`src/rtl/mmio_debug_port.sv`:
```
// Memory-mapped debug responder for the CPU data bus.
// Decodes a 1 MiB I/O window and provides:
//   - a console TX FIFO that drains to a host sink over valid/ready,
//   - a free-running 64-bit cycle counter with a coherent high-word snapshot,
//   - a sticky EXIT register that raises halt and captures an exit code.
module mmio_debug_port #(
    parameter logic [31:0] BASE_ADDR  = 32'h0010_0000,
    parameter int          FIFO_DEPTH = 16,
    parameter int          CNT_W      = 5
) (
    input  logic        clk,
    input  logic        reset,
    input  logic [31:0] addr,
    input  logic [31:0] wdata,
    input  logic [3:0]  be,
    input  logic        we,
    input  logic        re,
    output logic [31:0] rdata,
    output logic        tx_valid,
    output logic [7:0]  tx_data,
    input  logic        tx_ready,
    output logic        halt,
    output logic [31:0] exit_code
);

    localparam int PTR_W = $clog2(FIFO_DEPTH);

    localparam logic [2:0] OFF_TXDATA = 3'd0;
    localparam logic [2:0] OFF_STATUS = 3'd1;
    localparam logic [2:0] OFF_CYC_LO = 3'd2;
    localparam logic [2:0] OFF_CYC_HI = 3'd3;
    localparam logic [2:0] OFF_EXIT   = 3'd4;

    logic             sel;
    logic [2:0]       off;
    logic             wr_en;
    logic             rd_en;

    logic [7:0]       mem [FIFO_DEPTH];
    logic [PTR_W-1:0] wr_ptr;
    logic [PTR_W-1:0] rd_ptr;
    logic [CNT_W-1:0] count;
    logic [7:0]       count8;
    logic             overflow;
    logic             full;
    logic             empty;

    logic             push_req;
    logic             push_ok;
    logic             pop;
    logic             ovf_clr;

    logic [63:0]      cyc_cnt;
    logic [31:0]      cyc_hi_snap;

    // Address bits outside the decoded fields and the upper byte enables
    // carry no meaning for this block.
    logic             unused_bits;
    assign unused_bits = ^{addr[19:5], addr[1:0], be[3:1]};

    assign sel   = (addr[31:20] == BASE_ADDR[31:20]);
    assign off   = addr[4:2];
    assign wr_en = we && sel;
    assign rd_en = re && sel;

    assign full     = (count == CNT_W'(FIFO_DEPTH));
    assign empty    = (count == '0);
    assign count8   = 8'(count);
    assign tx_valid = !empty;
    // Head byte comes straight from storage; forced to zero when empty so
    // stale entries never show on the stream.
    assign tx_data  = empty ? 8'h00 : mem[rd_ptr];

    // A full FIFO can still take a byte when the head leaves in the same cycle.
    assign pop      = tx_valid && tx_ready;
    assign push_req = wr_en && (off == OFF_TXDATA) && be[0];
    assign push_ok  = push_req && (!full || pop);
    assign ovf_clr  = wr_en && (off == OFF_STATUS) && wdata[2];

    // Load data mux; reads have no side effects here (snapshot is handled below).
    always_comb begin
        rdata = 32'h0;
        if (rd_en) begin
            case (off)
                OFF_STATUS: rdata = {16'h0, count8, 5'b0, overflow, empty, full};
                OFF_CYC_LO: rdata = cyc_cnt[31:0];
                OFF_CYC_HI: rdata = cyc_hi_snap;
                default:    rdata = 32'h0;
            endcase
        end
    end

    // FIFO entry storage; contents need no reset since count gates visibility.
    always_ff @(posedge clk) begin
        if (push_ok) begin
            mem[wr_ptr] <= wdata[7:0];
        end
    end

    // FIFO pointers, occupancy and sticky overflow flag.
    always_ff @(posedge clk) begin
        if (reset) begin
            wr_ptr   <= '0;
            rd_ptr   <= '0;
            count    <= '0;
            overflow <= 1'b0;
        end else begin
            if (push_ok) begin
                wr_ptr <= wr_ptr + PTR_W'(1);
            end
            if (pop) begin
                rd_ptr <= rd_ptr + PTR_W'(1);
            end
            case ({push_ok, pop})
                2'b10:   count <= count + CNT_W'(1);
                2'b01:   count <= count - CNT_W'(1);
                default: count <= count;
            endcase
            if (push_req && !push_ok) begin
                overflow <= 1'b1;
            end else if (ovf_clr) begin
                overflow <= 1'b0;
            end
        end
    end

    // Free-running cycle counter; wraps naturally at 2^64.
    always_ff @(posedge clk) begin
        if (reset) begin
            cyc_cnt <= 64'h0;
        end else begin
            cyc_cnt <= cyc_cnt + 64'h1;
        end
    end

    // Reading the low word freezes the matching high word so a LO-then-HI
    // pair is coherent even if the low word carries in between.
    always_ff @(posedge clk) begin
        if (reset) begin
            cyc_hi_snap <= 32'h0;
        end else if (rd_en && (off == OFF_CYC_LO)) begin
            cyc_hi_snap <= cyc_cnt[63:32];
        end
    end

    // EXIT register: only the first write counts; halt holds until reset.
    always_ff @(posedge clk) begin
        if (reset) begin
            halt      <= 1'b0;
            exit_code <= 32'h0;
        end else if (wr_en && (off == OFF_EXIT) && !halt) begin
            halt      <= 1'b1;
            exit_code <= wdata;
        end
    end

endmodule
```
`config.mk`:
```
export PLATFORM = sky130hd
export DESIGN_NAME = mmio_debug_port
export DESIGN_NICKNAME = d
export VERILOG_FILES = /design/src/rtl/mmio_debug_port.sv
export SDC_FILE = /design/constraint.sdc
export NUM_CORES = 1
export LEC_CHECK = 0
export ABC_AREA = 1
export CAP_MARGIN = 0
export CORE_UTILIZATION = 56
export CTS_BUF_LIST = sky130_fd_sc_hd__clkbuf_16
export DETAILED_ROUTE_END_ITERATION = 12
export PLACE_DENSITY = 0.89
export SLEW_MARGIN = 10
export SYNTH_ARGS = -nofsm -noshare
export SYNTH_HDL_FRONTEND = slang
export SYNTH_SLANG_ARGS = --single-unit
```
`constraint.sdc`:
```
create_clock -name clk -period 3.7 [get_ports clk]
set_input_delay 1.11 -clock clk [delete_from_list [all_inputs] [get_ports clk]]
set_output_delay 1.11 -clock clk [all_outputs]
set_load 0.03 [all_outputs]
```
==> flow_metrics.py, run 1 <==
metrics = {
    "placement": {
        "portBuffers": 126,
        "place_congestion": 0.948,
        "dp_hpwl_um": 22100,
        "post-place-ws_ns": -0.272,
    },
    "logic_synthesis": {
        "synth_cells": 1362,
        "ys_ff_latch": 275,
        "ys_warn_count": 0,
        "ys_types": 47,
        "async_flop_share_pct": 0,
        "seq_area_frac_synth_pct": 56.3,
        "synth_edf_count": 128,
        "synth_area_leader_cell": "edfxtp_1",
        "synth_nets": 1443,
        "synth-main-ff-cell": "dfxtp_1",
        "synth_area_leaders": "edfxtp_1, dfxtp_1, nor2_1, o21ai_0, nand2_1",
        "synth_top_area_share_pct": 31.9,
        "synth_area_mm2": 0.0121,
        "avgSynthCellArea_um2": 8.86,
    },
    "critical_path": {
        "crit_family": "buffers and inverters",
        "cp_slowest_cell": "dlygate4sd2_1",
        "r2r-start": "cyc_cnt[0]",
        "timing.critical_path.mode_cell": "buf_6",
        "max_stage_delay_ns": 0.23,
        "cp-end-kind": "primary output",
        "r2r_slack_ns": 1.31,
        "worstSetupPathType": "primary input to primary output",
        "cp-start-kind": "primary input",
        "arrival_ns": 2.52,
        "cp_num_buf_inv": 5,
        "worstPathCellList": "dlygate4sd2_1 -> nor2_1 -> and2_4 -> and2_4 -> nand4_1 -> buf_6 -> buf_6 -> buf_12 -> nor2_2 -> buf_6",
        "worstReg2RegEnd": "cyc_cnt[56]",
        "r2r_cells": 10,
        "crit_required_ns": 2.59,
        "cp_max_fo": 8,
    },
    "layout": {
        "fin_util_pct": 70.4,
        "layout_commonest_cell": "nor2_1",
        "layout-drive-gt1-share_pct": 14.3,
        "area_growth_syn_to_layout_pct": 23.1,
        "final_cell_mix": "nor2_1, o21ai_0, dfxtp_1",
        "num_antenna_cells": 0,
        "nNetsFinal": 1597,
        "n_fill_cell": 1507,
    },
    "grt": {
        "antenna_found_initial": 0,
        "grt_usage_pct": 30.3,
        "grt_pass1_wl_um": 52900,
        "first_global_vias": 10331,
        "grt_start_max_net_pins": 51,
        "overflow": 0,
    },
    "clocking": {
        "insertion_delay_ns": 0.53,
        "clk_pin_slew_worst_paths_ns": 0.06,
        "h-tree-depth": 1,
        "clockRootBuffer": "clkbuf_16",
        "numCtsBuffers": 28,
        "clk_path_buf_depth": 3,
        "cts_tree": "built",
        "postCtsHoldBufs": 0,
        "clkSinkCount": 275,
    },
    "routing": {
        "routed_wl_um": 33500,
        "drtAntennaViolNets": 0,
        "vias": 10706,
        "route.detailed.wl_per_inst_um": 18.5,
        "routed_via_density": 5.91,
        "drtIter0Drc": 1264,
        "first_pass_iters": 6,
        "drc": 0,
    },
    "worst_hold_path": {
        "hold_class": "register to register",
        "worstHoldPathCells": 2,
        "hold_path_end": "overflow",
        "min-delay-start": "overflow",
    },
    "outcome": {
        "outcome": "completed",
    },
    "timing": {
        "slew_viol_final": 0,
        "worst_pin_slew_ns": 0.784,
        "fmax_mhz": 276,
        "rsz0062_at_grt": "no",
        "finalHoldViolCount": 0,
        "min_period_over_period_pct": 98.0,
        "period_minus_slack_ns": 3.63,
        "setup_ws_ns": 0.0731,
        "skew_ns": 0.00831,
        "slew-limit-headroom_pct": 47.6,
        "finalSetupViolCount": 0,
    },
    "floorplanning": {
        "io_pins": 147,
        "coreArea_mm2": 0.0211,
        "rows": 53,
        "die-area_mm2": 0.0221,
        "die_w_um": 149,
        "chipHeight_um": 149,
        "start_util_pct": 57.2,
    },
    "power_and_ir_drop": {
        "ir_worst_vdd_uv": 373,
        "cellPowerDensity_mw_per_mm2": 510,
        "power.leakage_nw": 5.46,
    },
    "run": {
        "maxCapViolCount": 0,
    },
}
cell usage after synthesis, types with 4 or more instances:
| library cell | count |
|---|---|
| a211oi_1 | 4 |
| a21oi_1 | 73 |
| a22oi_1 | 26 |
| clkbuf_1 | 53 |
| dfxtp_1 | 147 |
| edfxtp_1 | 128 |
| ha_1 | 8 |
| inv_1 | 97 |
| inv_2 | 16 |
| nand2_1 | 123 |
| nand3_1 | 32 |
| nand4_1 | 27 |
| nor2_1 | 293 |
| nor2_2 | 10 |
| nor3_1 | 46 |
| nor3_2 | 4 |
| nor3b_1 | 6 |
| nor4_1 | 9 |
| o21a_1 | 7 |
| o21ai_0 | 150 |
| o21ai_1 | 14 |
| o221ai_1 | 18 |
| o22ai_1 | 17 |
| xor2_1 | 8 |
kinds of logic (layout without fill, tap and decap cells):
| logic type | count (synthesis) | count (layout) | share of synthesized area [%] |
|---|---|---|---|
| compound gates | 317 | 317 | 14.8 |
| simple gates | 580 | 580 | 22.0 |
| flops | 275 | 275 | 56.3 |
| buf+inv | 173 | 349 | 5.41 |
| fa+ha+maj | 8 | 8 | 0.830 |
| xor+xnor | 9 | 9 | 0.654 |
per-stage QoR:
step | total power, W | instance area (um2) | hold slack (ns) | setup TNS [ns] | std cells
after CTS | 0.00755 | 14900 | 0.471 | -0.0911 | 1810
after detailed placement | 0.00468 | 13800 | 0.462 | -6.32 | 1754
final | 0.00757 | 14800 | 0.470 | 0 | 1813
after global routing | 0.00783 | 14800 | 0.511 | 0 | 1813
after global placement | 0.00462 | 13800 | 0.454 | -5.84 | 1754
after floorplan | 0.00416 | 12100 | 0.440 | 0 | 1362
worst max-delay path by stage:
stage	startpoint	endpoint	slack [ns]	cells past startpoint
6_report	addr[29]	rdata[5]	0.07	10
5_1_grt	addr[4]	rdata[10]	0.01	7
4_1_cts	addr[23]	rdata[0]	-0.02	10
3_5_place_dp	addr[20]	rdata[7]	-0.27	11
3_3_place_gp	addr[20]	rdata[0]	-0.24	11
2_1_floorplan	addr[2]	rdata[12]	0.02	5
state kept, by name (all words and copies together) (netlist names), named ones only:
name / flops
cyc_hi_snap: 32
cyc_cnt: 64
halt: 1
count: 5
rd_ptr: 4
mem: 128
wr_ptr: 4
exit_code: 32
overflow: 1
power by group:
group          total, W  leakage, nW  switching, W  internal (W)
clock network   0.00296        0.477       0.00119       0.00177
logic           0.00131         2.65      0.000898      0.000415
registers       0.00329         2.34     0.0000677       0.00322
routing by layer:
metal | GRT usage [%] | up-vias | part of all wire [%]
li1 | - | 5001 | -
met3 | 4.59 | 105 | 9.1
met2 | 51.5 | 592 | 48
met4 | 12.2 | 0 | 3.9
met1 | 38.7 | 5008 | 39
met5 | 0 | - | 0
layout make-up:
cell class,count,area (um2),share of cell area [%]
Timing Repair Buffer,183,1650,11.1
Tap cell,275,344,2.32
Multi-Input combinational cell,914,4670,31.5
Clock buffer,29,726,4.89
Clock inverter,23,243,1.63
Sequential cell,275,6790,45.7
Inverter,114,428,2.88
worst register-to-register path, stage by stage (launching register included):
cell	delay (ns)
dfxtp_1	0.41
ha_1	0.19
nand2_1	0.11
nor2_4	0.18
nand2_2	0.16
inv_2	0.08
nand2_1	0.13
nor4_4	0.37
nand4_1	0.30
nor3_1	0.26
nor3b_2	0.07
timing repair:
action / 4_1_cts / 5_1_grt
endpoints found under the hold margin: 0 / 0
cloned: 1 / 1
buffers inserted: 3 / 2
pin swaps: 16 / 11
gates resized for setup: 42 / 38
setup endpoints to repair: 40 / 39
Note: power is estimated with default switching activity, not from simulation.
==> run 2: changes to the inputs <==
Settings changed: PLACE_DENSITY 0.89 to 0.91.
==> run 2 against run 1 <==
  * Worst hold slack lost 0.0069 ns
  * Setup slack lost 0.036 ns
  * Highest routed layer unchanged
  * Sequential cell count is the same
  * Register-to-register slack lost 0.09 ns
==> flow_metrics.py, run 2 (synthesis gave the netlist of run 1 again) <==
metrics = {
    "clocking": {
        "clk_path_buf_depth": 3,
        "insertion_delay_ns": 0.54,
        "clk_pin_slew_worst_paths_ns": 0.06,
        "numCtsBuffers": 27,
        "postCtsHoldBufs": 0,
        "cts_tree": "built",
        "h-tree-depth": 1,
        "clkSinkCount": 275,
        "clockRootBuffer": "clkbuf_16",
    },
    "timing": {
        "fmax_mhz": 273,
        "slew-limit-headroom_pct": 43.8,
        "worst_pin_slew_ns": 0.841,
        "setup_ws_ns": 0.0373,
        "period_minus_slack_ns": 3.66,
        "skew_ns": 0.0104,
        "hold_ws_ns": 0.463,
        "finalHoldViolCount": 0,
        "finalSetupViolCount": 0,
        "slew_viol_final": 0,
        "min_period_over_period_pct": 99.0,
    },
    "power_and_ir_drop": {
        "power.leakage_nw": 5.51,
        "p_seq_share_pct": 45.4,
        "cellPowerDensity_mw_per_mm2": 481,
        "swShare_pct": 28.9,
        "internal_power_w": 0.00513,
        "ir_worst_vdd_uv": 450,
        "p_sw_w": 0.00209,
        "combPwrFrac_pct": 18.4,
        "clockPowerShare_pct": 36.2,
    },
    "routing": {
        "drc": 0,
        "drtIter0Drc": 1510,
        "first_pass_iters": 7,
        "vias": 10894,
        "routed_via_density": 6.00,
        "route.detailed.wl_per_inst_um": 18.8,
        "drtAntennaViolNets": 0,
        "routed_wl_um": 34200,
    },
    "layout": {
        "final_cell_mix": "nor2_1, o21ai_0, dfxtp_1",
        "multi_input_area_mm2": 0.00479,
        "regMostFlops": "mem",
        "final_cells": 1815,
        "n_fill_cell": 1482,
        "layout-drive-gt1-share_pct": 15.1,
        "final_area_mm2": 0.0150,
        "nNetsFinal": 1600,
        "reg_top3": "mem x128, cyc_cnt x64",
        "largest_reg_flops": 128,
        "fin_util_pct": 71.2,
        "layout.area.seq_mm2": 0.00679,
        "layout_commonest_cell": "nor2_1",
        "num_antenna_cells": 0,
        "area_growth_syn_to_layout_pct": 24.6,
    },
    "placement": {
        "dp_hpwl_um": 22000,
        "place_congestion": 0.949,
        "dp.cells": 1754,
        "portBuffers": 126,
        "post-place-ws_ns": -0.204,
        "post_dp_cell_area_mm2": 0.0138,
    },
    "run": {
        "maxCapViolCount": 0,
    },
    "outcome": {
        "outcome": "completed",
    },
    "grt": {
        "grt_start_max_net_pins": 66,
        "grt_pass1_wl_um": 52600,
        "grt_usage_pct": 30.3,
        "overflow": 0,
        "first_global_vias": 10464,
        "antenna_found_initial": 0,
    },
    "floorplanning": {
        "start_util_pct": 57.2,
        "chipHeight_um": 149,
        "rows": 53,
        "coreArea_mm2": 0.0211,
        "die-area_mm2": 0.0221,
        "io_pins": 147,
        "die_w_um": 149,
    },
    "critical_path": {
        "cp-end-kind": "primary output",
        "worstSetupPathType": "primary input to primary output",
        "arrival_ns": 2.55,
        "crit_required_ns": 2.59,
        "cp-start-kind": "primary input",
        "cp_max_fo": 8,
    },
    "worst_hold_path": {
        "hold_class": "register to register",
    },
}
-- run 2: final timing paths --
| check | startpoint | endpoint | slack (ns) | depth (start not counted) |
|---|---|---|---|---|
| worst min-delay path | overflow | overflow | 0.46 | 2 |
| worst min register to register | overflow | overflow | 0.46 | 2 |
| worst max register to register | cyc_cnt[0] | cyc_cnt[40] | 1.22 | 10 |
| worst max-delay path | addr[28] | rdata[30] | 0.04 | 10 |
-- run 2: metrics by stage --
stage	total power, W	TNS, ns
5_1_grt	0.00748	-0.0420
3_3_place_gp	0.00464	-5.17
4_1_cts	0.00722	-0.0241
2_1_floorplan	0.00416	0
6_report	0.00722	0
3_5_place_dp	0.00470	-5.07
-- run 2: critical path: stages --
cell           delay, ns
dlygate4sd2_1       0.23
nor2_1              0.09
and2_4              0.16
and2_4              0.14
nand4_1             0.09
buf_6               0.17
buf_12              0.14
buf_16              0.14
nor2_2              0.11
buf_4               0.17
-- run 2: area by class of cell --
| type | instances | area share (%) |
|---|---|---|
| multi-input cells | 914 | 31.9 |
| repair buffers | 187 | 12.1 |
| inverters | 114 | 2.85 |
| well taps | 275 | 2.29 |
| clock inverters | 21 | 0.816 |
| clock buffers | 29 | 4.83 |
| flip-flops and latches | 275 | 45.2 |
-- run 2: what timing repair did --
| action | CTS | global route |
|---|---|---|
| gates cloned | 4 | 0 |
| setup endpoints to repair | 40 | 36 |
| pin swaps | 16 | 13 |
| gates resized for setup | 65 | 53 |
| buffers inserted | 5 | 2 |
-- run 2: routing by layer --
metal / track usage [%] / vias to the layer above / wire, um
met5: 0 / - / 0
met1: 37.9 / 5083 / 12900
li1: - / 5006 / -
met3: 4.89 / 137 / 3290
met2: 52.1 / 668 / 16400
met4: 12.7 / 0 / 1550
-- run 2: power by group through the flow --
stage	Combinational [W]	Sequential, W	Clock [W]
finish	0.00133	0.00328	0.00262
global route	0.00144	0.00329	0.00275
CTS	0.00132	0.00328	0.00263
detailed placement	0.00135	0.00334	0
global placement	0.00130	0.00334	0
floorplan	0.000847	0.00331	0
